==> config.mk <==
export PLATFORM = sky130hd
export DESIGN_NAME = pcie_link_sequencer
export DESIGN_NICKNAME = d
export VERILOG_FILES = /design/src/rtl/pcie_link_sequencer.sv
export SDC_FILE = /design/constraint.sdc
export NUM_CORES = 1
export LEC_CHECK = 0
export BUFFER_PORTS_ARGS = -buffer_cell sky130_fd_sc_hd__buf_4
export CAP_MARGIN = 20
export CORE_MARGIN = 2
export CORE_UTILIZATION = 50
export CTS_CLUSTER_SIZE = 8
export DETAILED_ROUTE_END_ITERATION = 7
export PLACE_DENSITY = 0.8
export RECOVER_POWER = 50
export SYNTH_ARGS = -nofsm -noshare
export SYNTH_HDL_FRONTEND = slang
export SYNTH_SLANG_ARGS = --single-unit
==> constraint.sdc <==
create_clock -name reconfig_xcvr_clk -period 1.8 [get_ports reconfig_xcvr_clk]
set_input_delay 0.18 -clock reconfig_xcvr_clk [delete_from_list [all_inputs] [get_ports reconfig_xcvr_clk]]
set_output_delay 0.18 -clock reconfig_xcvr_clk [all_outputs]
set_load 0.01 [all_outputs]
==> src/rtl/pcie_link_sequencer.sv <==
// PCIe hard-IP reset / link-training sequencer.
// Holds the HIP in reset after power-up or host PERST#, releases it, and
// waits for the LTSSM to reach L0. A training timeout or a sustained link
// drop re-applies reset and retries. When the retries are used up the
// sequencer parks in FAIL until PERST# or local reset.
module pcie_link_sequencer #(
  parameter int HOLD_CYCLES   = 1024,
  parameter int TRAIN_TIMEOUT = 33554432,
  parameter int DOWN_FILTER   = 256,
  parameter int MAX_RETRY     = 3,
  parameter int CNT_W         = 26
) (
  input  logic       reconfig_xcvr_clk,
  input  logic       local_rstn,
  input  logic       perstn,
  input  logic [4:0] ltssm,
  output logic       hip_npor,
  output logic       link_up,
  output logic       link_fail,
  output logic [3:0] retry_cnt,
  output logic [2:0] seq_state,
  output logic       comp_active
);

  typedef enum logic [2:0] {
    S_HOLD  = 3'd0,
    S_TRAIN = 3'd1,
    S_L0    = 3'd2,
    S_DOWN  = 3'd3,
    S_FAIL  = 3'd4
  } state_t;

  localparam logic [4:0] LT_DQUIET  = 5'h00;
  localparam logic [4:0] LT_DACTIVE = 5'h01;
  localparam logic [4:0] LT_COMP    = 5'h03;
  localparam logic [4:0] LT_L0      = 5'h0F;

  // Terminal counts: each state leaves on the cycle the timer shows TC,
  // so the timer never needs to wrap.
  localparam logic [CNT_W-1:0] HOLD_TC  = CNT_W'(HOLD_CYCLES - 1);
  localparam logic [CNT_W-1:0] TRAIN_TC = CNT_W'(TRAIN_TIMEOUT - 1);
  localparam logic [CNT_W-1:0] DOWN_TC  = CNT_W'(DOWN_FILTER - 1);
  localparam logic [CNT_W-1:0] CNT_ONE  = CNT_W'(1);
  localparam logic [3:0]       RETRY_MAX = 4'(MAX_RETRY);

  logic       perst_s1, perst_sync;
  logic [4:0] ltssm_s1, ltssm_s;

  state_t           state, nxt_state;
  logic [CNT_W-1:0] timer, nxt_timer;
  logic [3:0]       nxt_retry;
  logic             take_retry;

  // Two-flop synchronizers for PERST# and LTSSM; comp_active is decoded from
  // the first stage so it lines up exactly with ltssm_s.
  always_ff @(posedge reconfig_xcvr_clk or negedge local_rstn) begin
    if (!local_rstn) begin
      perst_s1    <= 1'b0;
      perst_sync  <= 1'b0;
      ltssm_s1    <= 5'h00;
      ltssm_s     <= 5'h00;
      comp_active <= 1'b0;
    end else begin
      perst_s1    <= perstn;
      perst_sync  <= perst_s1;
      ltssm_s1    <= ltssm;
      ltssm_s     <= ltssm_s1;
      comp_active <= (ltssm_s1 == LT_COMP);
    end
  end

  // Next-state, timer and retry decode; PERST low beats everything.
  always_comb begin
    nxt_state  = state;
    nxt_timer  = timer;
    nxt_retry  = retry_cnt;
    take_retry = 1'b0;
    if (!perst_sync) begin
      nxt_state = S_HOLD;
      nxt_timer = '0;
      nxt_retry = '0;
    end else begin
      case (state)
        S_HOLD: begin
          if (timer == HOLD_TC) begin
            nxt_state = S_TRAIN;
            nxt_timer = '0;
          end else begin
            nxt_timer = timer + CNT_ONE;
          end
        end
        S_TRAIN: begin
          // L0 wins over a simultaneous timeout; compliance freezes the timer.
          if (ltssm_s == LT_L0) begin
            nxt_state = S_L0;
            nxt_timer = '0;
          end else if (timer == TRAIN_TC) begin
            take_retry = 1'b1;
          end else if (ltssm_s != LT_COMP) begin
            nxt_timer = timer + CNT_ONE;
          end
        end
        S_L0: begin
          // Only a Detect entry counts as a potential drop; Recovery stays.
          nxt_timer = '0;
          if (ltssm_s == LT_DQUIET || ltssm_s == LT_DACTIVE) nxt_state = S_DOWN;
        end
        S_DOWN: begin
          if (ltssm_s == LT_L0) begin
            nxt_state = S_L0;
            nxt_timer = '0;
          end else if (timer == DOWN_TC) begin
            take_retry = 1'b1;
          end else begin
            nxt_timer = timer + CNT_ONE;
          end
        end
        S_FAIL: nxt_timer = '0;
        default: begin
          nxt_state = S_HOLD;
          nxt_timer = '0;
        end
      endcase
      if (take_retry) begin
        nxt_timer = '0;
        if (retry_cnt == RETRY_MAX) begin
          nxt_state = S_FAIL;
        end else begin
          nxt_state = S_HOLD;
          nxt_retry = retry_cnt + 4'd1;
        end
      end
    end
  end

  // State, timer and registered outputs decoded from the next state.
  always_ff @(posedge reconfig_xcvr_clk or negedge local_rstn) begin
    if (!local_rstn) begin
      state     <= S_HOLD;
      timer     <= '0;
      retry_cnt <= 4'd0;
      seq_state <= S_HOLD;
      hip_npor  <= 1'b0;
      link_up   <= 1'b0;
      link_fail <= 1'b0;
    end else begin
      state     <= nxt_state;
      timer     <= nxt_timer;
      retry_cnt <= nxt_retry;
      seq_state <= nxt_state;
      hip_npor  <= (nxt_state == S_TRAIN) || (nxt_state == S_L0) || (nxt_state == S_DOWN);
      link_up   <= (nxt_state == S_L0);
      link_fail <= (nxt_state == S_FAIL);
    end
  end

endmodule

==> metrics, run 1 <==
Syn Inst Count 306; Post-Route WL 8838 microns; Net Sw Frac 0.2439; sequential power share 0.591; DRT antenna net count 0; htree depth 2; Clock Latency Late Sink 310 ps; most area-consuming cells after synthesis dfrtp_1 44%, nand2_1 5.2%, a21oi_1 4.7%, nand3_1 3.6%, and4_1 3.2%; combinational power share 0.063; first-pass GRT wire length 13,780 microns; Hold EP perst_sync; synthesized area per cell about 9 sq um; CP max FO 7; Total GRT Usage 0.2843; clock slew at reported path FFs 100 ps; Slew HR 0.2026; status finished, violations left; gr ovfl total 0; pin count of the biggest net entering global routing 50; CTS Buffer Depth 2; Peak VDD IR 0.4788 mV; Commonest cells post-synth 49 x dfrtp_1, 38 x nand2_1, 26 x a21oi_1; R2R Path End state[1]; post-synthesis cell type count 52; Final Core Density 0.7223; min-delay src perst_s1; Area growth syn-to-layout 41.95%; warnings from Yosys 0; Via density roughly 6.5; combinational family with the most area after synthesis simple AND/OR/NAND/NOR gates; Final Max Tran Viols 0; mux cell area share after synthesis 0.01447; CTS buffer count 5; cell internal pwr 1452 uW; WP data required 2000 ps; Sw Pwr 468.5 uW; top-area cell type share of the netlist area 0.4430; DRT Pass-1 Iters 5; Synth Area in XOR/XNOR 0; number of max-cap violations 0; Filler cells 362; initial antenna violation count 0; worst-case reg-to-reg path depth 8; Compound-Gate Fraction of Synth Area 0.1587; die area 6147 sq um; critical path arrival around 2200 ps; clock share of power 0.345; achievable clock frequency 494.5 MHz; hpwl dp 4995 microns; share of layout cells above drive strength 1 0.3636; Crit. End Element flop; RSZ-0062 raised after global routing yes; DRT iter0 DRCs 333; Static Leak 0.001680 uW; final setup fails 36; Port Buf Inserts 18; Worst R2R Start timer[11]; Adder-Cell Fraction of Synth Area 0.009042; Top FF cell, synth dfrtp_1; Final Instance Area roughly 3900 sq um; count leader, synth dfrtp_1; Worst Skew 13.70 ps; Tcrit/Tclk final 1.123; Hold WC Path Type flop to flop; register area share after synthesis 0.4430; ys async rst share 1.000; row count 27; worst reg-to-reg setup slack -220 ps; die height between 70 and 80 microns; PD cells 488.8 nW/um^2; diode count 0; IO Count 19; Post-synth EDFFs 0; Least-Margin Pin Slew 1196 ps; routed len/inst 18.88 microns; clk sinks 49; WS Path Type flop to flop; post-synthesis register bit count 49; synthesized net count 316; Initial Util 0.5089; Startpoint Class flop; post-layout minimum cycle time 2022 ps; core region area ~5400 sq um; setup ws final -222.1 ps; area leader, netlist dfrtp_1; Simple-Gate Fraction of Synth Area 0.3341; vias in the first global route approximately 3,000; root buf cell clkbuf_8; gpl congestion around 0.90; hold path depth 0; Post-layout nets ~410; DRC Markers 0; failing checks setup timing; synthesized cell area 2768 sq um; final hold vios 0; die width 78.40 microns; Placed Area 3341 sq um; via count between 3,000 and 4,000; CTS tree done
## sequential cells by signal (all words and copies together) (netlist names)
name / cells
timer: 26
ltssm_s1: 5
ltssm_s: 5
retry_cnt: 4
state: 3
comp_active: 1
hip_npor: 1
link_fail: 1
link_up: 1
perst_s1: 1
perst_sync: 1
## worst max path at each step
stage / startpoint / end / slack [ps] / cells past startpoint
floorplan: state[1] / timer[4] / -120 / 7
global placement: timer[0] / timer[6] / -120 / 7
detailed placement: timer[0] / timer[6] / -140 / 7
CTS: state[0] / timer[24] / -40 / 5
global route: timer[11] / timer[22] / -260 / 9
finish: timer[11] / state[1] / -220 / 8
## per-stage QoR
stage	worst slack [ps]	power, uW	setup TNS, ps	hold slack [ps]	instances
finish	-222.1	1920	-6734	372.3	468
floorplan	-117.8	1181	-671.9	-115.6	306
detailed placement	-141.8	1237	-2735	237.6	429
CTS	-44.34	1922	-216.7	368.7	461
global placement	-115.8	1233	-2913	234.3	429
global route	-261.8	1990	-7645	378.1	468
## metal layers
metal	track usage	vias to the layer above	wire length, microns
met5	0	-	0
met4	0.1263	0	509
met3	0.04713	64	751
met2	0.4793	196	4318
met1	0.3603	1435	3258
li1	-	1334	-
## power groups by stage
stage                     combinational [uW]  sequential, uW  clock (uW)
after global placement                  81.5            1150           0
after detailed placement                83.2            1150           0
final                                    122            1140         663
after global routing                     132            1140         721
after CTS                                111            1130         677
after floorplan                         29.0            1150           0
## layout by cell type (no fill, tap or decap), drive strengths merged, types with 2 or more instances in the layout
master / count
nand4b: 7
nand3b: 2
o211a: 2
mux2i: 4
nor2: 21
nand2: 39
nand3: 20
nor3: 9
dfrtp: 49
buf: 86
a31oi: 7
nand4: 12
dlygate4sd3: 7
nand2b: 4
o21a: 2
a41oi: 4
nor4: 9
a21oi: 27
clkbuf: 15
a21boi: 2
and2: 3
a32oi: 3
ha: 2
and4: 12
a22oi: 3
or4b: 5
and3: 3
o21ai: 13
o211ai: 2
inv: 4
or3: 3
nor3b: 3
## timing repair
| action | in CTS | in global routing |
|---|---|---|
| pin swaps | 10 | 5 |
| resized for setup | 23 | 22 |
| endpoints found under the hold margin | 55 | 0 |
| cloned | 3 | 2 |
| setup endpoints to repair | 34 | 36 |
| hold buffers | 7 | 0 |
| buffers inserted | 14 | 5 |
## kinds of logic (layout without fill, tap and decap cells)
kind of cell / count (synthesis) / count (layout)
buffers and inverters: 24 / 113
multiplexers: 4 / 4
AO/OA/AOI/OAI: 70 / 70
adder cells (fa/ha/maj): 2 / 2
AND/OR/NAND/NOR: 157 / 158
flip-flops: 49 / 49
## area by class of cell
cell class                 count  area, sq um  share of cell area
timing repair buffer         102        893.4              0.2274
tap                           72        90.09             0.02293
clock buffer                   6        72.57             0.01847
clock inverter                 2        13.76            0.003503
multi-input combinational    234         1618              0.4118
inverter                       3        11.26            0.002866
sequential                    49         1230              0.3131
## critical path, stage by stage, from the launching register on
cell and delay (ps):
dfrtp_1 470, nand4_1 230, nor4_4 340, buf_6 190, nand4b_1 120, buf_6 160, nand3_4 150, clkbuf_16 200
nor3_2 50
Note: power is estimated with default switching activity, not from simulation.
==> run 2: changes to the inputs <==
--- a/config.mk
+++ b/config.mk
@@ -11,7 +11,7 @@
 export CORE_UTILIZATION = 50
 export CTS_CLUSTER_SIZE = 8
 export DETAILED_ROUTE_END_ITERATION = 7
-export PLACE_DENSITY = 0.8
+export PLACE_DENSITY = 0.77
 export RECOVER_POWER = 50
 export SYNTH_ARGS = -nofsm -noshare
 export SYNTH_HDL_FRONTEND = slang
==> constraint.sdc (replaced) <==
create_clock -name reconfig_xcvr_clk -period 2.6 [get_ports reconfig_xcvr_clk]
set_input_delay 0.26 -clock reconfig_xcvr_clk [delete_from_list [all_inputs] [get_ports reconfig_xcvr_clk]]
set_output_delay 0.26 -clock reconfig_xcvr_clk [all_outputs]
set_load 0.01 [all_outputs]
==> metrics, run 2 (synthesis results as in run 1) <==
via count 2,492 (-18%); CP max FO 9 (+2); DRC Markers 0 (unchanged); die width 78.40 microns (unchanged); root buf cell clkbuf_8; Largest register FFs 26 (unchanged); die height 78.40 microns (unchanged); sequential power share 0.600 (+0.009); status finished clean; hpwl dp 4291 microns (-14%); final hold vios 0 (unchanged); die area 6147 sq um (unchanged); RSZ-0062 raised after global routing no; area of the multi-input gates 1429 sq um (-12%); Largest regs timer: 26 flops, ltssm_s1: 5 flops, ltssm_s: 5 flops; Worst Skew 11.41 ps (-2.294 ps); Filler cells 462 (+28%); initial antenna violation count 0 (unchanged); Startpoint Class flop; combinational power share 0.036 (-0.027); Slew HR 0.2078 (+0.005216); Clock Latency Late Sink 310 ps (about the same); diode count 0 (unchanged); critical path arrival 2490 ps (+270 ps); Port Buf Inserts 18 (unchanged); DRT antenna net count 0 (unchanged); Via density 6.277 (-3.0%); cell internal pwr 987.5 uW (-32%); achievable clock frequency 444.6 MHz (-10%); Final Max Tran Viols 0 (unchanged); Most flops, register timer; core region area 5439 sq um (unchanged); Tcrit/Tclk final 0.8650 (-0.2584); post-layout minimum cycle time 2249 ps (+226.9 ps); cts hold-fix bufs 1 (-6); Least-Margin Pin Slew 1188 ps (-7.823 ps); gpl congestion 0.8699 (-3.2%); CTS tree done; share of layout cells above drive strength 1 0.1508 (-0.2129); clock share of power 0.364 (+0.019); Total GRT Usage 0.2216 (-0.06274); WHS 73.49 ps (-298.8 ps); clock slew at reported path FFs 100 ps (about the same); DRT Pass-1 Iters 5 (unchanged); Post-layout nets 334 (-18%); pin count of the biggest net entering global routing 50 (unchanged); PD cells 422.1 nW/um^2 (-14%); Area growth syn-to-layout 12.16%; Post-Route WL 6316 microns (-29%); routed len/inst 15.91 microns (-16%); clk sinks 49 (unchanged); commonest non-fill, non-tap cell in the layout dfrtp_1; Peak VDD IR 0.4157 mV (-13%); Resized Gates After CTS 0 (-100%); WP data required 2840 ps (+840 ps); Net Sw Frac 0.2464 (+0.002430); WS Path Type flop to flop; postcts setup bufs 0 (-14); DRT iter0 DRCs 302 (-9.3%); Static Leak 0.001238 uW (-26%); row count 27 (unchanged); Sequential Area 1226 sq um (-0.30%); vias in the first global route 2,270 (-23%); number of max-cap violations 0 (unchanged); final setup fails 0 (-100%); first-pass GRT wire length 10,840 microns (-21%); Sw Pwr 322.8 uW (-31%); leading cell types in the layout, fill and taps excluded 49 x dfrtp_1, 38 x nand2_1, 26 x a21oi_1; Hold WC Path Type input pin to flop; CTS Buffer Depth 2 (unchanged); htree depth 2 (unchanged); Initial Util 0.5089 (unchanged); gr ovfl total 0 (unchanged); CTS buffer count 5 (unchanged); Crit. End Element flop; TNS Setup 0 ps (+6734 ps); IO Count 19 (unchanged)
## run 2: cell count changes in the layout (fill, tap and decap cells not counted), sizes merged
cell / delta
dlygate4sd3: -6
clkinv: -1
clkbuf: -3
clkinvlp: +2
buf: -62
or3: -1
## run 2: stage by stage
stage	instances	total power, uW	area, sq um	util	worst slack (ps)
final	397	1310	3104	0.5707	351.0
after global routing	397	1357	3104	0.5707	147.7
after CTS	397	1320	3107	0.5712	371.9
after detailed placement	388	849.8	3002	0.5519	398.0
after global placement	388	848.1	3002	0.5519	488.7
after floorplan	306	817.5	2768	-	599.7
## run 2: critical path, cell delays in order, from the launching register on
cell,delay [ps]
dfrtp_1,440
ha_1,260
nand3_1,130
nor3_1,130
a31oi_1,370
buf_4,240
or4b_1,440
a31oi_1,170
## run 2: area by class of cell
cell class | instances | area share
Clock buffer | 5 | 0.02217
Clock inverter | 3 | 0.008464
Inverter | 3 | 0.003628
Multi-Input combinational cell | 233 | 0.4603
Sequential cell | 49 | 0.3950
Tap cell | 72 | 0.02902
Timing Repair Buffer | 32 | 0.08142
## run 2: path summary, 6_finish.rpt
check	slack (ps)	cells past startpoint	startpoint	end
worst max-delay path	350	7	timer[0]	timer[6]
worst min-delay path	70	1	ltssm[1]	ltssm_s1[1]
worst max register to register	350	7	timer[0]	timer[6]
worst min register to register	360	0	perst_s1	perst_sync
max in group asynchronous	1150	2	local_rstn	timer[23]
min in group asynchronous	710	2	local_rstn	timer[5]
## run 2: layer usage
metal  vias up  GRT usage  share of wire
met4         0    0.05263         0.0093
met3         9    0.03908          0.045
met5         -          0              0
met1      1217     0.3125           0.46
li1       1189          -              -
met2        77     0.3586           0.49
## run 2: power groups by stage
stage	clock, uW	sequential, uW	combinational [uW]
global route	515	789	53.3
finish	477	787	46.8
floorplan	0	797	20.0
global placement	0	801	47.6
detailed placement	0	802	48.2
CTS	484	786	49.3
==> run 3: changes to the inputs <==
--- a/config.mk
+++ b/config.mk
@@ -11,6 +11,7 @@
 export CORE_UTILIZATION = 50
 export CTS_CLUSTER_SIZE = 8
 export DETAILED_ROUTE_END_ITERATION = 7
+export MAX_ROUTING_LAYER = met4
 export PLACE_DENSITY = 0.77
 export RECOVER_POWER = 50
 export SYNTH_ARGS = -nofsm -noshare
==> metrics, run 3 (synthesis results as in run 1) <==
status finished clean; worst-case reg-to-reg path depth 7 (unchanged); core region area 5439 sq um (unchanged); Peak VDD IR 0.3340 mV (-20%); post-layout minimum cycle time 2299 ps (+49.81 ps); Clock Latency Late Sink 310 ps (about the same); DRT antenna net count 0 (unchanged); R2R Path End timer[6]; leading cell types in the layout, fill and taps excluded 49 x dfrtp_1, 38 x nand2_1, 26 x a21oi_1; critical path arrival 2530 ps (+40 ps); Least-Margin Pin Slew 1190 ps (+1.856 ps); Worst R2R Start timer[0]; WP data required 2830 ps (about the same); Post-layout nets 333 (-0.30%); commonest non-fill, non-tap cell in the layout dfrtp_1; pre-CTS WS 379.4 ps (-18.54 ps); TNS Setup 0 ps (unchanged); Most flops, register timer; hpwl dp 4271 microns (-0.46%); Area growth syn-to-layout 12.07% (about the same); final setup fails 0 (unchanged); vias in the first global route 2,354 (+3.7%); Tcrit/Tclk final 0.8842 (+0.01916); PD cells 428.0 nW/um^2 (+1.4%); worst reg-to-reg setup slack 300 ps (-50 ps); gr ovfl total 0 (unchanged); row count 27 (unchanged); routed len/inst 15.89 microns (about the same); initial antenna violation count 0 (unchanged); Filler cells 469 (+1.5%); share of layout cells above drive strength 1 0.1481 (-0.002621); CP max FO 14 (+5); WS Path Type flop to flop; # placed instances 387 (-0.26%); crit path to timer[6]; htree depth 2 (unchanged); critical path startpoint timer[0]; Post-Route WL 6294 microns (-0.35%); final cell count without fillers 396 (-0.25%); CTS Buffer Depth 2 (unchanged); achievable clock frequency 435.0 MHz (-2.2%); root buf cell clkbuf_8; Final Max Tran Viols 0 (unchanged); Initial Util 0.5089 (unchanged); Via density 6.210 (-1.1%); clk sinks 49 (unchanged); IO Count 19 (unchanged); number of max-cap violations 0 (unchanged); Static Leak 0.001243 uW (+0.43%); Largest regs timer: 26 flops, ltssm_s1: 5 flops, ltssm_s: 5 flops; die width 78.40 microns (unchanged); final hold vios 0 (unchanged); via count 2,459 (-1.3%); Port Buf Inserts 18 (unchanged); die area 6147 sq um (unchanged); Largest register FFs 26 (unchanged); setup ws final 301.2 ps (-49.81 ps); postcts setup bufs 0 (unchanged); die height 78.40 microns (unchanged); Total GRT Usage 0.2292 (+0.007621); clock slew at reported path FFs 90 ps (about the same); CTS buffer count 5 (unchanged); first-pass GRT wire length 11,090 microns (+2.3%); Crit. End Element flop; diode count 0 (unchanged); Slew HR 0.2065 (-0.001238); Startpoint Class flop; DRT Pass-1 Iters 4 (-1); Hold WC Path Type input pin to flop; Worst Skew 10.19 ps (-1.215 ps); pin count of the biggest net entering global routing 50 (unchanged); CTS tree done; RSZ-0062 raised after global routing no; DRT iter0 DRCs 230 (-24%); gpl congestion 0.9315 (+7.1%); DRC Markers 0 (unchanged)
## run 3: changes by cell type in the layout (fill, tap and decap cells not counted)
| cell | delta |
|---|---|
| inv_6 | +1 |
| clkinvlp_4 | -2 |
| buf_4 | -1 |
| inv_8 | -1 |
| clkbuf_8 | +1 |
| clkinv_4 | +1 |
## run 3: what timing repair did
item | 4_1_cts | 5_1_grt
hold buffers | 1 | 0
hold endpoints to repair | 49 | 0
resized for setup | 0 | 0
## run 3: per-stage QoR
| stage | area, sq um | total power [uW] | hold slack (ps) | util |
|---|---|---|---|---|
| final | 3102 | 1327 | 71.39 | 0.5703 |
| after global routing | 3102 | 1376 | 52.83 | 0.5703 |
| after CTS | 3104 | 1338 | 44.58 | 0.5707 |
| after detailed placement | 2994 | 849.7 | 316.0 | 0.5505 |
| after global placement | 2994 | 848.6 | 316.9 | 0.5505 |
| after floorplan | 2768 | 817.5 | -35.59 | - |
## run 3: how the worst min path moves through the flow
stage	startpoint	to	depth (start not counted)
final	ltssm[0]	ltssm_s1[0]	1
after global routing	ltssm[4]	ltssm_s1[4]	1
after CTS	ltssm[0]	ltssm_s1[0]	1
after detailed placement	local_rstn	timer[5]	1
after global placement	local_rstn	timer[5]	1
after floorplan	local_rstn	comp_active	0
## run 3: layer usage
layer	track usage	wire (microns)
met5	-	0
met4	0.05263	37
met3	0.04483	333
met2	0.3750	3054
met1	0.2984	2868
## run 3: cell type report
class | instances | area, sq um | share of cell area
repair buffers | 31 | 245.2 | 0.07906
multi-input cells | 233 | 1429 | 0.4607
inverters | 3 | 11.26 | 0.003631
flip-flops and latches | 49 | 1226 | 0.3953
clock inverters | 2 | 17.52 | 0.005647
clock buffers | 6 | 82.58 | 0.02662
well taps | 72 | 90.09 | 0.02904
## run 3: worst max-delay path, stage by stage, from the launching register on
cell and delay, ps:
dfrtp_1 430, ha_1 270, nand3_1 140, nor3_1 120, a31oi_1 360, buf_4 270, or4b_1 440, a31oi_1 180
## run 3: power breakdown
group	total, uW	switching, uW	internal, uW
Combinational	47.0	30.4	16.6
Sequential	786	11.6	775
Clock	494	273	221
Total	1330	315	1010
